`config.mk`:
```
export PLATFORM = sky130hd
export DESIGN_NAME = bp_btb
export DESIGN_NICKNAME = d
export VERILOG_FILES = /design/src/rtl/bp_btb.sv
export SDC_FILE = /design/constraint.sdc
export NUM_CORES = 1
export LEC_CHECK = 0
export ABC_CLOCK_PERIOD_IN_PS = 10100
export BUFFER_PORTS_ARGS = -buffer_cell sky130_fd_sc_hd__buf_4
export CAP_MARGIN = 30
export CORE_ASPECT_RATIO = 0.7
export CORE_MARGIN = 2
export CORE_UTILIZATION = 45
export CTS_CLUSTER_DIAMETER = 150
export DETAILED_ROUTE_END_ITERATION = 8
export PLACE_DENSITY = 0.68
export SYNTH_ARGS = -nofsm -noshare
export SYNTH_HDL_FRONTEND = slang
export SYNTH_SLANG_ARGS = --single-unit
```
`constraint.sdc`:
```
create_clock -name clock -period 10.1 [get_ports clock]
set_clock_uncertainty 0.2 [all_clocks]
set_input_delay 2.02 -clock clock [delete_from_list [all_inputs] [get_ports clock]]
set_output_delay 2.02 -clock clock [all_outputs]
set_load 0.01 [all_outputs]
```
`src/rtl/bp_btb.sv`:
```
// bp_btb: direct-mapped branch target buffer with 2-bit direction counters.
// Optional BP_STATS_EN adds saturating lookup/mispredict counters.
module bp_btb #(
    parameter int ENTRIES = 16,
    parameter int IDX_W   = 4,
    parameter int ADDR_W  = 32,
    parameter int TAG_W   = ADDR_W - IDX_W - 2
) (
    input  logic              clock,
    input  logic              resetn,
    input  logic [ADDR_W-1:0] f_pc,
    output logic              f_hit,
    output logic              f_taken,
    output logic [ADDR_W-1:0] f_npc,
    input  logic              u_valid,
    input  logic [ADDR_W-1:0] u_pc,
    input  logic              u_taken,
    input  logic [ADDR_W-1:0] u_target,
    input  logic              u_pred_taken,
    input  logic [ADDR_W-1:0] u_pred_npc,
`ifdef BP_STATS_EN
    input  logic              stat_clr,
    output logic [31:0]       stat_lookups,
    output logic [31:0]       stat_mispred,
`endif
    output logic              u_mispredict,
    output logic [ADDR_W-1:0] u_fix_pc
);

    logic [ENTRIES-1:0] r_valid;
    logic [TAG_W-1:0]   r_tag    [ENTRIES];
    logic [ADDR_W-1:0]  r_target [ENTRIES];
    logic [1:0]         r_ctr    [ENTRIES];

    logic [IDX_W-1:0] w_f_idx;
    logic [TAG_W-1:0] w_f_tag;
    logic [IDX_W-1:0] w_u_idx;
    logic [TAG_W-1:0] w_u_tag;
    logic             w_f_match;
    logic             w_u_hit;
    logic [1:0]       w_u_ctr;
    logic             w_unused_pred_taken;

    assign w_f_idx = f_pc[IDX_W+1:2];
    assign w_f_tag = f_pc[ADDR_W-1:IDX_W+2];
    assign w_u_idx = u_pc[IDX_W+1:2];
    assign w_u_tag = u_pc[ADDR_W-1:IDX_W+2];

    // The npc comparison already covers direction errors.
    assign w_unused_pred_taken = u_pred_taken;

    assign w_f_match = r_valid[w_f_idx] && (r_tag[w_f_idx] == w_f_tag);
    assign f_hit     = resetn && w_f_match;
    assign f_taken   = f_hit && r_ctr[w_f_idx][1];
    assign f_npc     = f_taken ? r_target[w_f_idx] : f_pc + ADDR_W'(4);

    assign w_u_hit = r_valid[w_u_idx] && (r_tag[w_u_idx] == w_u_tag);
    assign w_u_ctr = r_ctr[w_u_idx];

    assign u_fix_pc     = u_taken ? u_target : u_pc + ADDR_W'(4);
    assign u_mispredict = resetn && u_valid && (u_pred_npc != u_fix_pc);

    always_ff @(posedge clock) begin
        if (!resetn) begin
            r_valid <= '0;
            for (int i = 0; i < ENTRIES; i++) begin
                r_ctr[i] <= 2'b01;
            end
        end else if (u_valid) begin
            if (w_u_hit) begin
                if (u_taken) begin
                    if (w_u_ctr != 2'b11) begin
                        r_ctr[w_u_idx] <= w_u_ctr + 2'b01;
                    end
                    r_target[w_u_idx] <= u_target;
                end else if (w_u_ctr != 2'b00) begin
                    r_ctr[w_u_idx] <= w_u_ctr - 2'b01;
                end
            end else if (u_taken) begin
                r_valid[w_u_idx]  <= 1'b1;
                r_tag[w_u_idx]    <= w_u_tag;
                r_target[w_u_idx] <= u_target;
                r_ctr[w_u_idx]    <= 2'b10;
            end
        end
    end

`ifdef BP_STATS_EN
    logic [31:0] r_lookups;
    logic [31:0] r_mispred;

    // Clear takes priority over a same-cycle increment.
    always_ff @(posedge clock) begin
        if (!resetn || stat_clr) begin
            r_lookups <= '0;
            r_mispred <= '0;
        end else begin
            if (u_valid && (r_lookups != 32'hFFFF_FFFF)) begin
                r_lookups <= r_lookups + 32'd1;
            end
            if (u_mispredict && (r_mispred != 32'hFFFF_FFFF)) begin
                r_mispred <= r_mispred + 32'd1;
            end
        end
    end

    assign stat_lookups = r_lookups;
    assign stat_mispred = r_mispred;
`endif

endmodule

```
### Word-level counts from Yosys, hierarchy flattened

Memories as Yosys holds them, arrays and structs flattened.
Index checks and enable logic that the tools add are counted.

* register bits: 16
* latch bits: 0
* RAM bits: 960
* bits in read-only memories: 0
* input bits: 133
* output and inout port bits: 67
* word-level logic and storage cells: 66
* memories kept: 3

* $add $sub $neg: 4
* multipliers: 0
* div/mod/pow operators: 0
* $lt $le $gt $ge: 3
* equality and inequality tests: 4
* shift-type cells: 0
* multiplexer cells: 36
* bitwise gates (word level): 5
* reduce and logical (&&, ||, !) cells: 10

Memory list
* r_target: words 16, width 32, rd ports 1, clocked after memory_dff 0, wr ports 1, line 32 `logic [ADDR_W-1:0] r_target [ENTRIES];`
* r_tag: words 16, width 26, rd ports 2, clocked after memory_dff 0, wr ports 1, line 31 `logic [TAG_W-1:0] r_tag [ENTRIES];`
* r_ctr: words 16, width 2, rd ports 2, clocked after memory_dff 0, wr ports 16, line 33 `logic [1:0] r_ctr [ENTRIES];`

Operator list (count)
* $mux W32: 3
* $add A32 B3 Y32 const B: 2
* $eq A26 B26 Y1: 2
* $ne A32 B32 Y1: 1
* $mux W1: 26
* $or A16 B16 Y16: 1
* $lt A4 B5 Y1 const B: 2
* $bmux W1 S4: 2
* $logic_and A1 B1 Y1: 7
* $mux W2: 3
* $demux W1 S4: 1
* $ge A4 B1 Y1 const B: 1
* $mux W4: 1
* $or A1 B1 Y1: 3
* $reduce_and A3 Y1: 1
* $add A2 B1 Y2 const B: 1
* $ne A2 B2 Y1 const B: 1
* $reduce_bool A2 Y1: 1
* $reduce_or A2 Y1: 1
* $sub A2 B1 Y2 const B: 1
* $not A1 Y1: 1

### Longest topological paths before layout

An unclocked memory read counts as a cell.

* depth in word-level cells: 12
* mapped depth: 14
* depth with buffers taken out: 9

### Worst setup path after synthesis

Ideal clock, no wire load.

* kind: input-to-output
* start: input port f_pc[2]
* end: output port f_npc[0]
* arrival time: 5034 ps
* data required time: 7880 ps
* path slack: 2846 ps
* cell stages on the path: 8
* path buffers: 5
* cells stage by stage: buf_2 buf_2 clkbuf_1 clkbuf_1 buf_1 mux4_2 mux4_2 mux2_2

* cells in the longest elaborated chain, start to end: 6
* elaborated cells between the ends (all ways): 10
* those cells by class: 1 x eq/ne; 3 x mux; 3 x reduce/logical; 3 x memory

Ends and longest elaborated chain
* start: declaration: line 11 `input logic [ADDR_W-1:0] f_pc,`
* $mem_v2 Z16 W26 / $bmux W1 S4 (equally long branches)
* $eq A26 B26 Y1 / $mux W1 (equally long branches): line 52 `assign w_f_match = r_valid[w_f_idx] && (r_tag[w_f_idx] == w_f_tag);`
* $logic_and A1 B1 Y1: line 52
* $logic_and A1 B1 Y1: line 53 `assign f_hit = resetn && w_f_match;`
* $logic_and A1 B1 Y1: line 54 `assign f_taken = f_hit && r_ctr[w_f_idx][1];`
* $mux W32 *: line 55 `assign f_npc = f_taken ? r_target[w_f_idx] : f_pc + ADDR_W'(4);`
* end: declaration: line 14 `output logic [ADDR_W-1:0] f_npc,`

Mark *: on every way between the ends. The rest lies on a longest branch, timed or not. The select of a mux whose other input is x is not followed.

### Worst setup path in the final report

* start: input port u_pc[2]
* end: output port u_mispredict

* cells in the longest elaborated chain, start to end: 4

Ends and longest elaborated chain
* start: declaration: line 16 `input logic [ADDR_W-1:0] u_pc,`
* $add A32 B3 Y32: line 60 `assign u_fix_pc = u_taken ? u_target : u_pc + ADDR_W'(4);`
* $mux W32: line 60
* $ne A32 B32 Y1: line 61 `assign u_mispredict = resetn && u_valid && (u_pred_npc != u_fix_pc);`
* $logic_and A1 B1 Y1: line 61
* end: declaration: line 26 `output logic u_mispredict,`

Every way passes these cells.

==> load_flow_metrics.sql <==
INSERT INTO impl_metrics (metric_group, metric, value, unit) VALUES
('outcome', 'run_status', 'completed', ''),
('finish', 'area_growth_syn_to_layout', '14.0', '%'),
('worst_setup_path', 'slowest_delay', '740', 'ps'),
('worst_setup_path', 'timing.critical_path.to_type', 'output port', ''),
('sta', 'setup_repair_after_global_routing_missed_its_margin', 'false', ''),
('placed_design', 'count_of_input_and_output_buffers', '198', ''),
('synthesis', 'synthesis.area_per_instance', '18.6', 'µm²'),
('floorplan', 'ios', '200', ''),
('pwr', 'worst_ir_drop_vdd', '129', 'µV'),
('global_routing', 'grt_max_degree', '80', ''),
('sta', 'maxSlewHeadroom', '0.252', ''),
('worst_setup_path', 'worst_r2r_endpoint', 'r_ctr[3][0]$_SDFFCE_PN1P_', ''),
('floorplan', 'core_area', '99600', 'µm²'),
('global_routing', 'met2_grt_util', '0.383', ''),
('clock_network', 'ctsHtreeMaxLevel', '3', ''),
('placed_design', 'dp.cells', '3871', ''),
('route', 'routed-via-count', '26600', ''),
('floorplan', 'starting_utilization_of_the_core_area', '0.453', ''),
('finish', 'final_layout_size_suffix_gt1_frac', '0.339', ''),
('synthesis', 'number_of_enable_flip_flop_cells_after_synthesis', '960', ''),
('sta', 'timing.final.max_slew_violations', '0', ''),
('worst_setup_path', 'critical_path.cell_chain', 'buf_8 -> ha_1 -> nand4_1 -> nor3_1 -> nand4_1 -> xor2_1 -> o21ai_0 -> xor2_1 -> a2111oi_0 -> a31oi_1 -> buf_4', ''),
('floorplan', 'dieWidth', '382', 'µm'),
('clock_network', 'count_of_cells_resized_by_post_cts_repair', '0', ''),
('pwr', 'seq_power_share', '0.509', ''),
('floorplan', 'placementRows', '97', ''),
('clock_network', 'cts_buffers', '91', ''),
('worst_setup_path', 'rrSetupSlack', '5420', 'ps'),
('placed_design', 'place_congestion', '0.960', ''),
('synthesis', 'synth_cell_count_leaders', '960 x edfxtp_1, 366 x mux4_2, 134 x mux2i_1, 104 x xnor2_1, 103 x nand2_1', ''),
('pwr', 'p_switching', '2.04', 'mW'),
('sta', 'fin_crit', '8730', 'ps'),
('global_routing', 'grt.busiest_layer', 'met1', ''),
('pwr', 'p_leak', '16.6', 'nW'),
('synthesis', 'syn_area', '45100', 'µm²'),
('global_routing', 'antenna_found_initial', '13', ''),
('synthesis', 'synth_warnings', '0', ''),
('worst_setup_path', 'worst-r2r-cell-count', '8', ''),
('pwr', 'share_clk_of_total_power', '0.398', ''),
('route', 'antenna_left', '0', ''),
('worst_setup_path', 'crit_path_max_fanout', '38', ''),
('synthesis', 'ys_ff_latch', '976', ''),
('global_routing', 'grt_util_met1', '0.391', ''),
('clock_network', 'clock_tree_from_tritoncts', 'yes', ''),
('global_routing', 'via_count_of_the_first_global_routing_pass', '25900', ''),
('finish', 'final_cell_count_no_fill', '4047', ''),
('synthesis', 'netlist.top_cell.by_area', 'edfxtp_1', ''),
('worst_setup_path', 'crit_start', 'u_pc[2]', ''),
('sta', 'hold-worst-slack', '277', 'ps'),
('global_routing', 'grt_overflow_total', '0', ''),
('worst_setup_path', 'cp.required', '7880', 'ps'),
('route', 'route.detailed.drc', '0', ''),
('global_routing', 'wire_length_of_the_first_global_routing_pass', '192000', 'µm'),
('sta', 'report.final.setup_viol', '0', ''),
('pwr', 'power_report.internal_total', '6.77', 'mW'),
('synthesis', 'ys_seq_area_frac', '0.646', ''),
('synthesis', 'synth.top_cell.area_share', '0.639', ''),
('synthesis', 'synthDistinctLibCells', '75', ''),
('global_routing', 'globalRouteMet3Util', '0.0879', ''),
('synthesis', 'postSynthCellCount', '2429', ''),
('clock_network', 'ctsRootBufferMaster', 'clkbuf_16', ''),
('worst_setup_path', 'setup.worst_path.end', 'u_mispredict', ''),
('sta', 'max_clock_freq', '114', 'MHz'),
('synthesis', 'synth.top_cells.by_area', 'edfxtp_1 64%, mux4_2 18%, mux2i_1 3.0%', ''),
('clock_network', 'clk-insertion-delay-late', '690', 'ps'),
('global_routing', 'grt.total_usage', '0.265', ''),
('floorplan', 'die_area', '103000', 'µm²'),
('placed_design', 'detailed_placement_wirelength_estimate', '86800', 'µm'),
('clock_network', 'clock_path_buffers', '3', ''),
('route', 'wirelength', '138000', 'µm'),
('clock_network', 'cts_setup_buffers', '0', '');
power by group through the flow:
stage | combinational, mW | sequential, mW | clock (mW)
after floorplan | 0.462 | 4.57 | 0
after global placement | 0.781 | 4.57 | 0
after detailed placement | 0.796 | 4.58 | 0
after CTS | 0.799 | 4.49 | 3.55
after global routing | 0.852 | 4.49 | 3.71
final | 0.815 | 4.49 | 3.51
sequential cells by signal, summed over array words and instances (netlist names):
register and count:
r_ctr 32, r_tag 416, r_valid 16, r_target 512
area by class of cell:
cell class | instances | area [µm²]
clock inverters | 58 | 652
fillers | 7813 | 48200
flip-flops and latches | 976 | 29100
repair buffers | 283 | 2210
diodes | 5 | 12.5
well taps | 1336 | 1670
inverters | 17 | 63.8
clock buffers | 108 | 2370
multi-input cells | 1264 | 15300
worst min-delay path by stage:
| stage | slack, ps | from | endpoint |
|---|---|---|---|
| global route | 300 | r_valid[4]$_SDFFE_PN0P_ | r_valid[4]$_SDFFE_PN0P_ |
| detailed placement | 270 | r_valid[7]$_SDFFE_PN0P_ | r_valid[7]$_SDFFE_PN0P_ |
| floorplan | 240 | r_valid[5]$_SDFFE_PN0P_ | r_valid[5]$_SDFFE_PN0P_ |
| global placement | 250 | r_valid[10]$_SDFFE_PN0P_ | r_valid[10]$_SDFFE_PN0P_ |
| finish | 280 | r_valid[15]$_SDFFE_PN0P_ | r_valid[15]$_SDFFE_PN0P_ |
| CTS | 270 | r_valid[7]$_SDFFE_PN0P_ | r_valid[7]$_SDFFE_PN0P_ |
cell families (layout without fill, tap and decap cells):
logic type,Yosys count,count (layout),synth area share
DFF,976,976,0.646
muxes,563,563,0.228
and+or+nand+nor,339,339,0.0390
AOI/OAI and AO/OA,196,196,0.0340
buffers and inverters,189,466,0.0196
xor gates and xnor gates,161,161,0.0313
adders and majority gates,5,5,0.00139
other,0,5,0
stage by stage:
stage                     power [mW]  cell area (µm²)  worst slack [ps]
final                           8.81            51400              1370
after global routing            9.05            51400              1320
after CTS                       8.83            51300              1710
after detailed placement        5.37            48300              1720
after global placement          5.35            48300              1680
after floorplan                 5.04            45100              2850
worst max-delay path, delay by kind of cell:
| family | cells | cell delay [ps] |
|---|---|---|
| adders and majority gates | 1 | 410 |
| and+or+nand+nor | 3 | 1040 |
| AOI/OAI and AO/OA | 3 | 1540 |
| xor gates and xnor gates | 2 | 840 |
| buffers and inverters | 2 | 590 |
routing by layer:
layer	wire (µm)	part of all wire
met1	55500	0.40
met2	59900	0.44
met3	18900	0.14
met4	3210	0.023
met5	54	0.00039
layout by cell type (no fill, tap or decap), types with 7 or more instances in the layout:
master | synthesis | layout
clkinv_1 | 2 | 22
clkbuf_1 | 90 | 14
inv_1 | 13 | 13
a21oi_1 | 15 | 15
nor4_1 | 10 | 9
buf_4 | 10 | 270
nor3_1 | 31 | 14
xor2_1 | 57 | 57
a22oi_1 | 17 | 17
mux4_2 | 366 | 366
o21ai_0 | 48 | 48
clkinv_2 | 0 | 15
o41ai_2 | 10 | 10
o31ai_1 | 17 | 17
nor3b_1 | 10 | 10
xnor2_1 | 104 | 104
mux2_2 | 63 | 63
nand3_1 | 33 | 32
nor3_2 | 0 | 17
and3_1 | 17 | 17
mux2i_1 | 134 | 134
dfxtp_1 | 16 | 16
nand2_1 | 103 | 103
edfxtp_1 | 960 | 960
nor2_4 | 0 | 16
o22ai_1 | 11 | 11
and4_1 | 8 | 8
nand4_1 | 25 | 25
nor2_1 | 62 | 46
clkbuf_16 | 0 | 91
a21boi_2 | 10 | 10
bufinv_16 | 0 | 11
o41ai_1 | 7 | 7
No activity file was read; power rests on OpenSTA's default activity.
